`src/rtl/ssdecode.sv`:
```
// ssdecode: watches a two-digit, active-low 7-segment display (seg1 = tens,
// seg0 = ones). Once the pattern has been stable long enough, it reports the
// value 0..63 exactly once per stable occurrence. An out_valid pulse reports a
// legal value and an err pulse reports an illegal pattern.
// Optional build macro: SSDECODE_DP_CHECK_EN. When it is defined, a lit
// decimal point (bit7 = 0) on either digit makes the pattern illegal. When it
// is undefined, bit7 is ignored.
module ssdecode #(
   parameter int unsigned STABLE_CYCLES = 4   // legal range 2..15
) (
   input  logic       clk,
   input  logic       rst,
   input  logic [7:0] seg0,
   input  logic [7:0] seg1,
   output logic [5:0] data,
   output logic       out_valid,
   output logic       err,
   output logic       busy
);

   typedef enum logic [1:0] {
      ST_IDLE   = 2'd0,
      ST_QUAL   = 2'd1,
      ST_DECODE = 2'd2,
      ST_HOLD   = 2'd3
   } state_t;

   typedef struct packed {
      logic       ok;
      logic [3:0] val;
   } digit_t;

   localparam logic [3:0]  CNT_LAST = 4'(STABLE_CYCLES - 1);
   localparam logic [15:0] PAT_NONE = 16'hFFFF;

   // Map the seven segment bits (active low) of one digit to its value.
   function automatic digit_t seg_to_digit(input logic [6:0] seg);
      digit_t d;
      d = '{ok: 1'b1, val: 4'd0};
      case (seg)
         7'h40:   d.val = 4'd0;
         7'h79:   d.val = 4'd1;
         7'h24:   d.val = 4'd2;
         7'h30:   d.val = 4'd3;
         7'h19:   d.val = 4'd4;
         7'h12:   d.val = 4'd5;
         7'h02:   d.val = 4'd6;
         7'h78:   d.val = 4'd7;
         7'h00:   d.val = 4'd8;
         7'h10:   d.val = 4'd9;
         default: d.ok  = 1'b0;   // blank (0x7F) and every other code
      endcase
      return d;
   endfunction

   state_t      r_state;
   state_t      w_state_nxt;
   logic [15:0] r_sample;     // registered {seg1, seg0}
   logic [15:0] r_prev;       // sample from the previous cycle
   logic [15:0] r_cand;       // pattern that completed qualification
   logic [15:0] r_last;       // last reported pattern (legal or not)
   logic [3:0]  r_cnt;
   logic [3:0]  w_cnt_nxt;
   logic        w_cand_load;
   logic [5:0]  r_data;
   logic        r_valid;
   logic        r_err;

   digit_t      w_tens;
   digit_t      w_ones;
   logic [6:0]  w_value;
   logic        w_dp_ok;
   logic        w_legal;

   assign w_tens  = seg_to_digit(r_cand[14:8]);
   assign w_ones  = seg_to_digit(r_cand[6:0]);
   assign w_value = 7'(w_tens.val) * 7'd10 + 7'(w_ones.val);

`ifdef SSDECODE_DP_CHECK_EN
   assign w_dp_ok = r_cand[15] & r_cand[7];
`else
   assign w_dp_ok = 1'b1;
`endif

   assign w_legal = w_tens.ok & w_ones.ok & w_dp_ok & (w_value <= 7'd63);

   // State register; reset has priority over every other event.
   always_ff @(posedge clk) begin
      // NOTE: sequential state uses non-blocking assignments so that every
      // register samples its pre-edge inputs, whatever order the blocks run in.
      if (rst) r_state <= ST_IDLE;
      else     r_state <= w_state_nxt;
   end

   // Next-state logic and stability-counter control.
   always_comb begin
      // NOTE: give every output a default first, so that no path through the
      // case statement leaves a signal unassigned and infers a latch.
      w_state_nxt = r_state;
      w_cnt_nxt   = r_cnt;
      w_cand_load = 1'b0;
      case (r_state)
         ST_IDLE, ST_HOLD: begin
            if (r_sample != r_last) begin
               w_state_nxt = ST_QUAL;
               w_cnt_nxt   = '0;
            end
         end
         ST_QUAL: begin
            if (r_sample != r_prev) begin
               w_cnt_nxt = '0;
            end else if (r_cnt == CNT_LAST) begin
               w_state_nxt = ST_DECODE;
               w_cand_load = 1'b1;
            end else begin
               w_cnt_nxt = r_cnt + 4'd1;
            end
         end
         ST_DECODE: w_state_nxt = ST_HOLD;
         default:   w_state_nxt = ST_IDLE;
      endcase
   end

   // Input sampling, stability counter and reported-pattern bookkeeping.
   always_ff @(posedge clk) begin
      if (rst) begin
         r_sample <= PAT_NONE;
         r_prev   <= PAT_NONE;
         r_cand   <= PAT_NONE;
         r_last   <= PAT_NONE;
         r_cnt    <= '0;
      end else begin
         r_sample <= {seg1, seg0};
         r_prev   <= r_sample;
         r_cnt    <= w_cnt_nxt;
         if (w_cand_load)           r_cand <= r_sample;
         if (r_state == ST_DECODE)  r_last <= r_cand;
      end
   end

   // Result registers: a one-cycle report in the cycle after DECODE.
   always_ff @(posedge clk) begin
      if (rst) begin
         r_data  <= '0;
         r_valid <= 1'b0;
         r_err   <= 1'b0;
      end else begin
         r_valid <= 1'b0;
         r_err   <= 1'b0;
         if (r_state == ST_DECODE) begin
            if (w_legal) begin
               r_data  <= w_value[5:0];
               r_valid <= 1'b1;
            end else begin
               r_err   <= 1'b1;
            end
         end
      end
   end

   assign data      = r_data;
   assign out_valid = r_valid;
   assign err       = r_err;
   assign busy      = (r_state == ST_QUAL) || (r_state == ST_DECODE);

endmodule

```
`config.mk`:
```
export PLATFORM = sky130hd
export DESIGN_NAME = ssdecode
export DESIGN_NICKNAME = d
export VERILOG_FILES = /design/src/rtl/ssdecode.sv
export SDC_FILE = /design/constraint.sdc
export NUM_CORES = 1
export LEC_CHECK = 0
export ABC_CLOCK_PERIOD_IN_PS = 7400
export BUFFER_PORTS_ARGS = -buffer_cell sky130_fd_sc_hd__buf_2
export CORE_UTILIZATION = 28
export CTS_BUF_LIST = sky130_fd_sc_hd__clkbuf_8
export DETAILED_ROUTE_END_ITERATION = 6
export PLACE_DENSITY_LB_ADDON = 0.12
export SYNTH_ARGS = -nofsm -noshare
export SYNTH_HDL_FRONTEND = slang
export SYNTH_SLANG_ARGS = --single-unit
```
`constraint.sdc`:
```
create_clock -name clk -period 7.4 [get_ports clk]
set_input_delay 0.74 -clock clk [delete_from_list [all_inputs] [get_ports clk]]
set_output_delay 0.74 -clock clk [all_outputs]
set_load 0.05 [all_outputs]
```
# [Word level (Yosys, flattened, before mapping)]
# Index checks and enable logic that the tools add are counted.
[word_totals] wordCells=73 rom_bits=0 latchBits=0 n_memories=0 in_bits=18 reg_bits=78 output_inout_bits=9 mem_bits_rw=0
[classes] bitwise=3 div_mod_pow=0 mux=17 n_mul=1 order_cmp=1 eq_ne=28 n_shift=0 addsub=2 n_reduce_logical=12
[op_table] op="one-hot mux 4 bit (9 select lines)" n=2
[op_table] op="equality test 7 x 5 -> 1 bit (second input constant)" n=6
[op_table] op="equality test 7 bit (second input constant)" n=6
[op_table] op="!= test 16 bit" n=2
[op_table] op="equality test 7 x 6 -> 1 bit (second input constant)" n=4
[op_table] op="OR reduction 10 bit" n=2
[op_table] op="equality test 7 x 2 -> 1 bit (second input constant)" n=2
[op_table] op="zero test 7 bit" n=2
[op_table] op="2-to-1 mux 4 bit" n=3
[op_table] op="one-hot mux 4 bit (2 select lines)" n=1
[op_table] op="adder 7 x 4 -> 7 bit" n=1
[op_table] op="less-or-equal comparator 7 x 6 -> 1 bit (second input constant)" n=1
[op_table] op="2-to-1 mux 1 bit" n=7
[op_table] op="multiplier 4 x 3 -> 6 bit (second input constant)" n=1
[op_table] op="2-to-1 mux 2 bit" n=3
[op_table] op="!= test 2 bit (second input constant)" n=3
[op_table] op="one-hot mux 2 bit (3 select lines)" n=1
[op_table] op="AND reduction 3 bit" n=2
[op_table] op="adder 4 x 1 -> 4 bit (second input constant)" n=1
[op_table] op="equality test 2 bit (second input constant)" n=2
[op_table] op="equality test 4 x 2 -> 1 bit (second input constant)" n=1
[op_table] op="OR reduction 2 bit" n=2
[op_table] op="!= test 3 bit (second input constant)" n=1
[op_table] op="bitwise AND 1 bit" n=2
[op_table] op="other kinds (6)" n=6

# [Longest topological paths before layout]
[logic_depth] ltp_word=7 ltp_mapped=14 depth_no_buf=13

# [Worst setup path before layout]
# OpenSTA, ideal clock, no wires.
[synth_path] path_kind="register to register" startpoint="register r_cand[12]" endpoint="register r_data[0], in the netlist data[0]" t_arrival_ps=3555 required_time_ps=7279 stages_incl_launch_ff=15 setup_ps=121 slack_ps=3723 path_cell_list="dfxtp_1 -> clkbuf_1 -> or4b_1 -> nor3_1 -> a21oi_1 -> nor2_1 -> ha_1 -> ha_1 -> fa_1 -> nand2_1 -> nor2_1 -> xnor2_2 -> or4b_4 -> buf_6 -> mux2_4"
[synth_via] elab_chain_len=7
[synth_rtl] element="start, declared" line="60" rtl="logic [15:0] r_cand;"
[synth_rtl] element="start signal, assigned" line="136" rtl="if (w_cand_load) r_cand <= r_sample;"
[synth_rtl] element="equality test 7 x 5 -> 1 bit (tied with other cells)" line="40" rtl="case (seg)"
[synth_rtl] element="one-hot mux 4 bit (9 select lines)" line="40"
[synth_rtl] element="multiplier 4 x 3 -> 6 bit" line="77" rtl="assign w_value = 7'(w_tens.val) * 7'd10 + 7'(w_ones.val);"
[synth_rtl] element="adder 7 x 4 -> 7 bit" line="77"
[synth_rtl] element="less-or-equal comparator 7 x 6 -> 1 bit" line="85" rtl="assign w_legal = w_tens.ok & w_ones.ok & w_dp_ok & (w_value <= 7'd63);"
[synth_rtl] element="bitwise AND 1 bit (*)" line="85"
[synth_rtl] element="AND reduction 2 bit (no source line) (*)"
[synth_rtl] element="end signal, assigned" line="152" rtl="r_data <= w_value[5:0];"
[synth_rtl] element="end, declared" line="65" rtl="logic [5:0] r_data;"
# Mark *: on every way between the ends. The rest lies on a longest branch, timed or not.
# A chain may end at the register's enable or synchronous reset.

# [Worst setup path in the final report]
# Same ends and word-level chain as after synthesis.

==> results.md <==
| Item | Value |
|---|---|
| Unrepaired setup endpoints after global routing | no |
| Met1 Use GR | 0.1752 |
| Number of H-tree levels | 3 |
| Die area | 13,430 sq um |
| Total routing resource utilization after global routing | 0.1286 |
| Cts bufs inserted | 9 |
| Largest net degree at the start of global routing | 43 |
| Transition time at the pin with the least slew margin | 724.9 ps |
| Total of warnings raised by yosys | 0 |
| Die Width | 115.9 um |
| Global-route wire length before repair | 12.86 mm |
| Cell area after synthesis | 3631 sq um |
| Layout net count | 427 |
| Largest fanout on the critical path | 8 |
| Cell chosen for the clock root | sky130_fd_sc_hd__clkbuf_8 |
| Number of slew-limit violations in the final report | 0 |
| Number of vias in the routed layout | 2,584 |
| Standard-cell row count | 41 |
| Insertion delay of the later-clocked pin in the worst-skew pair | 350 ps |
| Core region area | 12,620 sq um |
| Aggregate global routing overflow | 0 |
| Met2 Track Usage GR | 0.1968 |
| Layer carrying the most global-route usage | met2 |
| # IOs | 27 |
| Number of buffers added to fix hold violations after cts | 0 |
| Aggregate negative setup slack | 0 ps |
| Leak | 1.573 nW |
| Maximum vdd ir drop | 96.35 uV |
| Number of distinct library cell variants in the gate-level netlist after synthesis | 60 |
| Yosys reg bits | 78 |
| Initial antenna violation count | 0 |
| Drt first-iter violations | 108 |
| Most common library cell in the layout ignoring fill and taps | sky130_fd_sc_hd__dfxtp_1 |
| Number of buffer cells added on primary ports | 26 |
| Result of the run | finished clean |
| Via count of the first global-routing pass | 2,429 |
| Post-CTS clock slew at the launch and capture registers of the worst setup and hold paths | 80 ps |
| Final weighted congestion of routability-driven global placement | 0.7647 |
| EDFF count, synth | 0 |
| Routed vias/inst | 4.510 |
| Clock Path Buffers | 2 |
| Initial core utilization | 0.2877 |
| Sequential fraction of the synthesis area | 0.4300 |
| Fraction of the cycle the final worst path needs | 0.5094 |
| Detailed placement HPWL | 5.393 mm |
| CTS tree | yes |
| Post-detailed-route DRC marker count | 0 |
| Critical path type | flop to flop |
| Total power density per cell area | 223.2 nW/um^2 |
| Max Fclk | 265.3 MHz |
| Fraction of synthesis flops using an asynchronous set or reset pin | 0 |
| ANT cells | 0 |
| Remaining number of nets flagged by the antenna check after routing | 0 |
| Setup skew after layout | 7.818 ps |
| Met3 Resource Use GR | 0.03138 |
| Maximum Capacitance Violations | 0 |
| Worst rel slew slack | 0.5141 |
| Proportion of layout cells with a drive suffix above 1 | 0.1845 |
| Fill cells | 1,345 |
| First-pass detailed-route iteration total | 4 |
| Syn avg cell area | 9.631 sq um |
| Kind of launch point of the worst setup path | flop |
| Count of final setup violators | 0 |
| Pre-CTS setup slack | 3634 ps |
| Worst-case register-to-register setup slack | 3630 ps |
| WP data required | 7640 ps |
| Routed wirelength normalized by instance count | 13.60 um |
| Post-route setup slack | 3630 ps |
| TritonCTS Sinks | 78 |
| Die H | 115.9 um |
| Number of nets produced by synthesis | 407 |
| Post-layout minimum cycle time | 3770 ps |
| Critical path endpoint category | flop |
| Number of hold violations in the final report | 0 |
| Final wirelength | 7.795 mm |
| Buffer count from post-CTS setup fixing | 0 |
| Post-Syn Instances | 377 |
| Most used cells in the layout excluding fill and tap cells | sky130_fd_sc_hd__dfxtp_1, sky130_fd_sc_hd__nand2_1, sky130_fd_sc_hd__mux2i_1, sky130_fd_sc_hd__xor2_1, sky130_fd_sc_hd__buf_2 |
| Most used DFF post-synth | sky130_fd_sc_hd__dfxtp_1 |
| Count of instances resized after the clock tree is built | 0 |
| Data arrival time of the worst path | 4010 ps |
| Growth of design area from synthesis to finish | 13.51% |
| Hold Path Class | flop to flop |
==> cell usage after synthesis (all sizes together) (2+ instances only) <==
library cell,instances,area share
a31oi,3,0.0052
xor2,31,0.075
a21oi,7,0.0096
fa,2,0.011
nor2,12,0.013
or3,2,0.0034
nand2,49,0.051
and2,2,0.0034
inv,7,0.0072
dfxtp,78,0.43
or4b,2,0.0065
ha,10,0.034
mux2i,35,0.096
o21ai,6,0.0083
nand2b,2,0.0034
o211ai,2,0.0041
o31ai,3,0.0062
or4,2,0.0052
nand3,5,0.0069
or2,33,0.057
mux2,2,0.0083
buf,8,0.012
nor4b,2,0.0048
or3b,2,0.0048
nand4,2,0.0034
clkbuf,13,0.013
nor4,10,0.017
xnor2,9,0.024
nor3,6,0.0083
a2111oi,2,0.0048
nor2b,7,0.012
a211oi,2,0.0041
==> path summary, 6_finish.rpt <==
| check | from | endpoint | cells past startpoint |
|---|---|---|---|
| hold reg to reg | data[4]$_SDFFE_PP0P_ | data[4]$_SDFFE_PP0P_ | 2 |
| hold / removal | data[4]$_SDFFE_PP0P_ | data[4]$_SDFFE_PP0P_ | 2 |
| setup / recovery | r_cand[12]$_SDFFE_PP1P_ | data[0]$_SDFFE_PP0P_ | 12 |
| setup reg to reg | r_cand[12]$_SDFFE_PP1P_ | data[0]$_SDFFE_PP0P_ | 12 |
==> worst max-delay path, cell delays in order (launching register included) <==
cell,delay [ps]
sky130_fd_sc_hd__dfxtp_1,390
sky130_fd_sc_hd__or4b_1,530
sky130_fd_sc_hd__nor3_1,150
sky130_fd_sc_hd__a21oi_1,70
sky130_fd_sc_hd__nor2_1,250
sky130_fd_sc_hd__ha_1,290
sky130_fd_sc_hd__ha_1,210
sky130_fd_sc_hd__fa_1,520
sky130_fd_sc_hd__nand2_1,60
sky130_fd_sc_hd__nor2_1,160
sky130_fd_sc_hd__xnor2_2,110
sky130_fd_sc_hd__or4b_4,610
sky130_fd_sc_hd__mux2_4,320
==> layer usage <==
layer / routed length (um) / vias to the layer above / part of all wire
met5: 0 / - / 0
met4: 105 / 0 / 0.013
met3: 297 / 10 / 0.038
met2: 3449 / 47 / 0.44
met1: 3943 / 1196 / 0.51
li1: - / 1331 / -
==> cell families (layout without fill, tap and decap cells) <==
kind of cell,after synthesis,in the layout,synth area share
xor+xnor,40,40,0.09855
mux,37,37,0.1048
buf+inv,28,52,0.03308
flops,78,78,0.4300
simple gates,145,145,0.2161
compound gates,37,37,0.07202
fa+ha+maj,12,12,0.04549
==> state kept, by name (all words and copies together) (netlist names) <==
signal     flops
r_cand        16
r_last        16
r_prev        16
r_sample      16
data           6
r_cnt          4
r_state        2
err            1
out_valid      1
==> stage by stage <==
step	cell area [sq um]	hold WS, ps	power [mW]	utilization	cells
after global placement	3918	446.8	0.5918	0.3104	558
after global routing	4121	484.1	0.9712	0.3266	573
after detailed placement	3918	453.7	0.5922	0.3104	558
final	4121	461.8	0.9198	0.3266	573
after floorplan	3631	441.3	0.5558	-	377
after CTS	4121	465.0	0.9349	0.3266	573
==> area by class of cell <==
type / instances / area, sq um / share of cell area
clock buffers: 9 / 123.9 / 0.03005
clock inverters: 6 / 80.08 / 0.01943
flip-flops and latches: 78 / 1562 / 0.3789
repair buffers: 30 / 160.2 / 0.03886
inverters: 7 / 26.28 / 0.006375
well taps: 172 / 215.2 / 0.05222
multi-input cells: 271 / 1954 / 0.4742
==> where the power goes <==
part	leakage, nW	switching (mW)	internal, mW
logic	0.827	0.0851	0.0489
registers	0.638	0.0134	0.433
clock network	0.108	0.154	0.185
(Power assumes the default switching activity.)
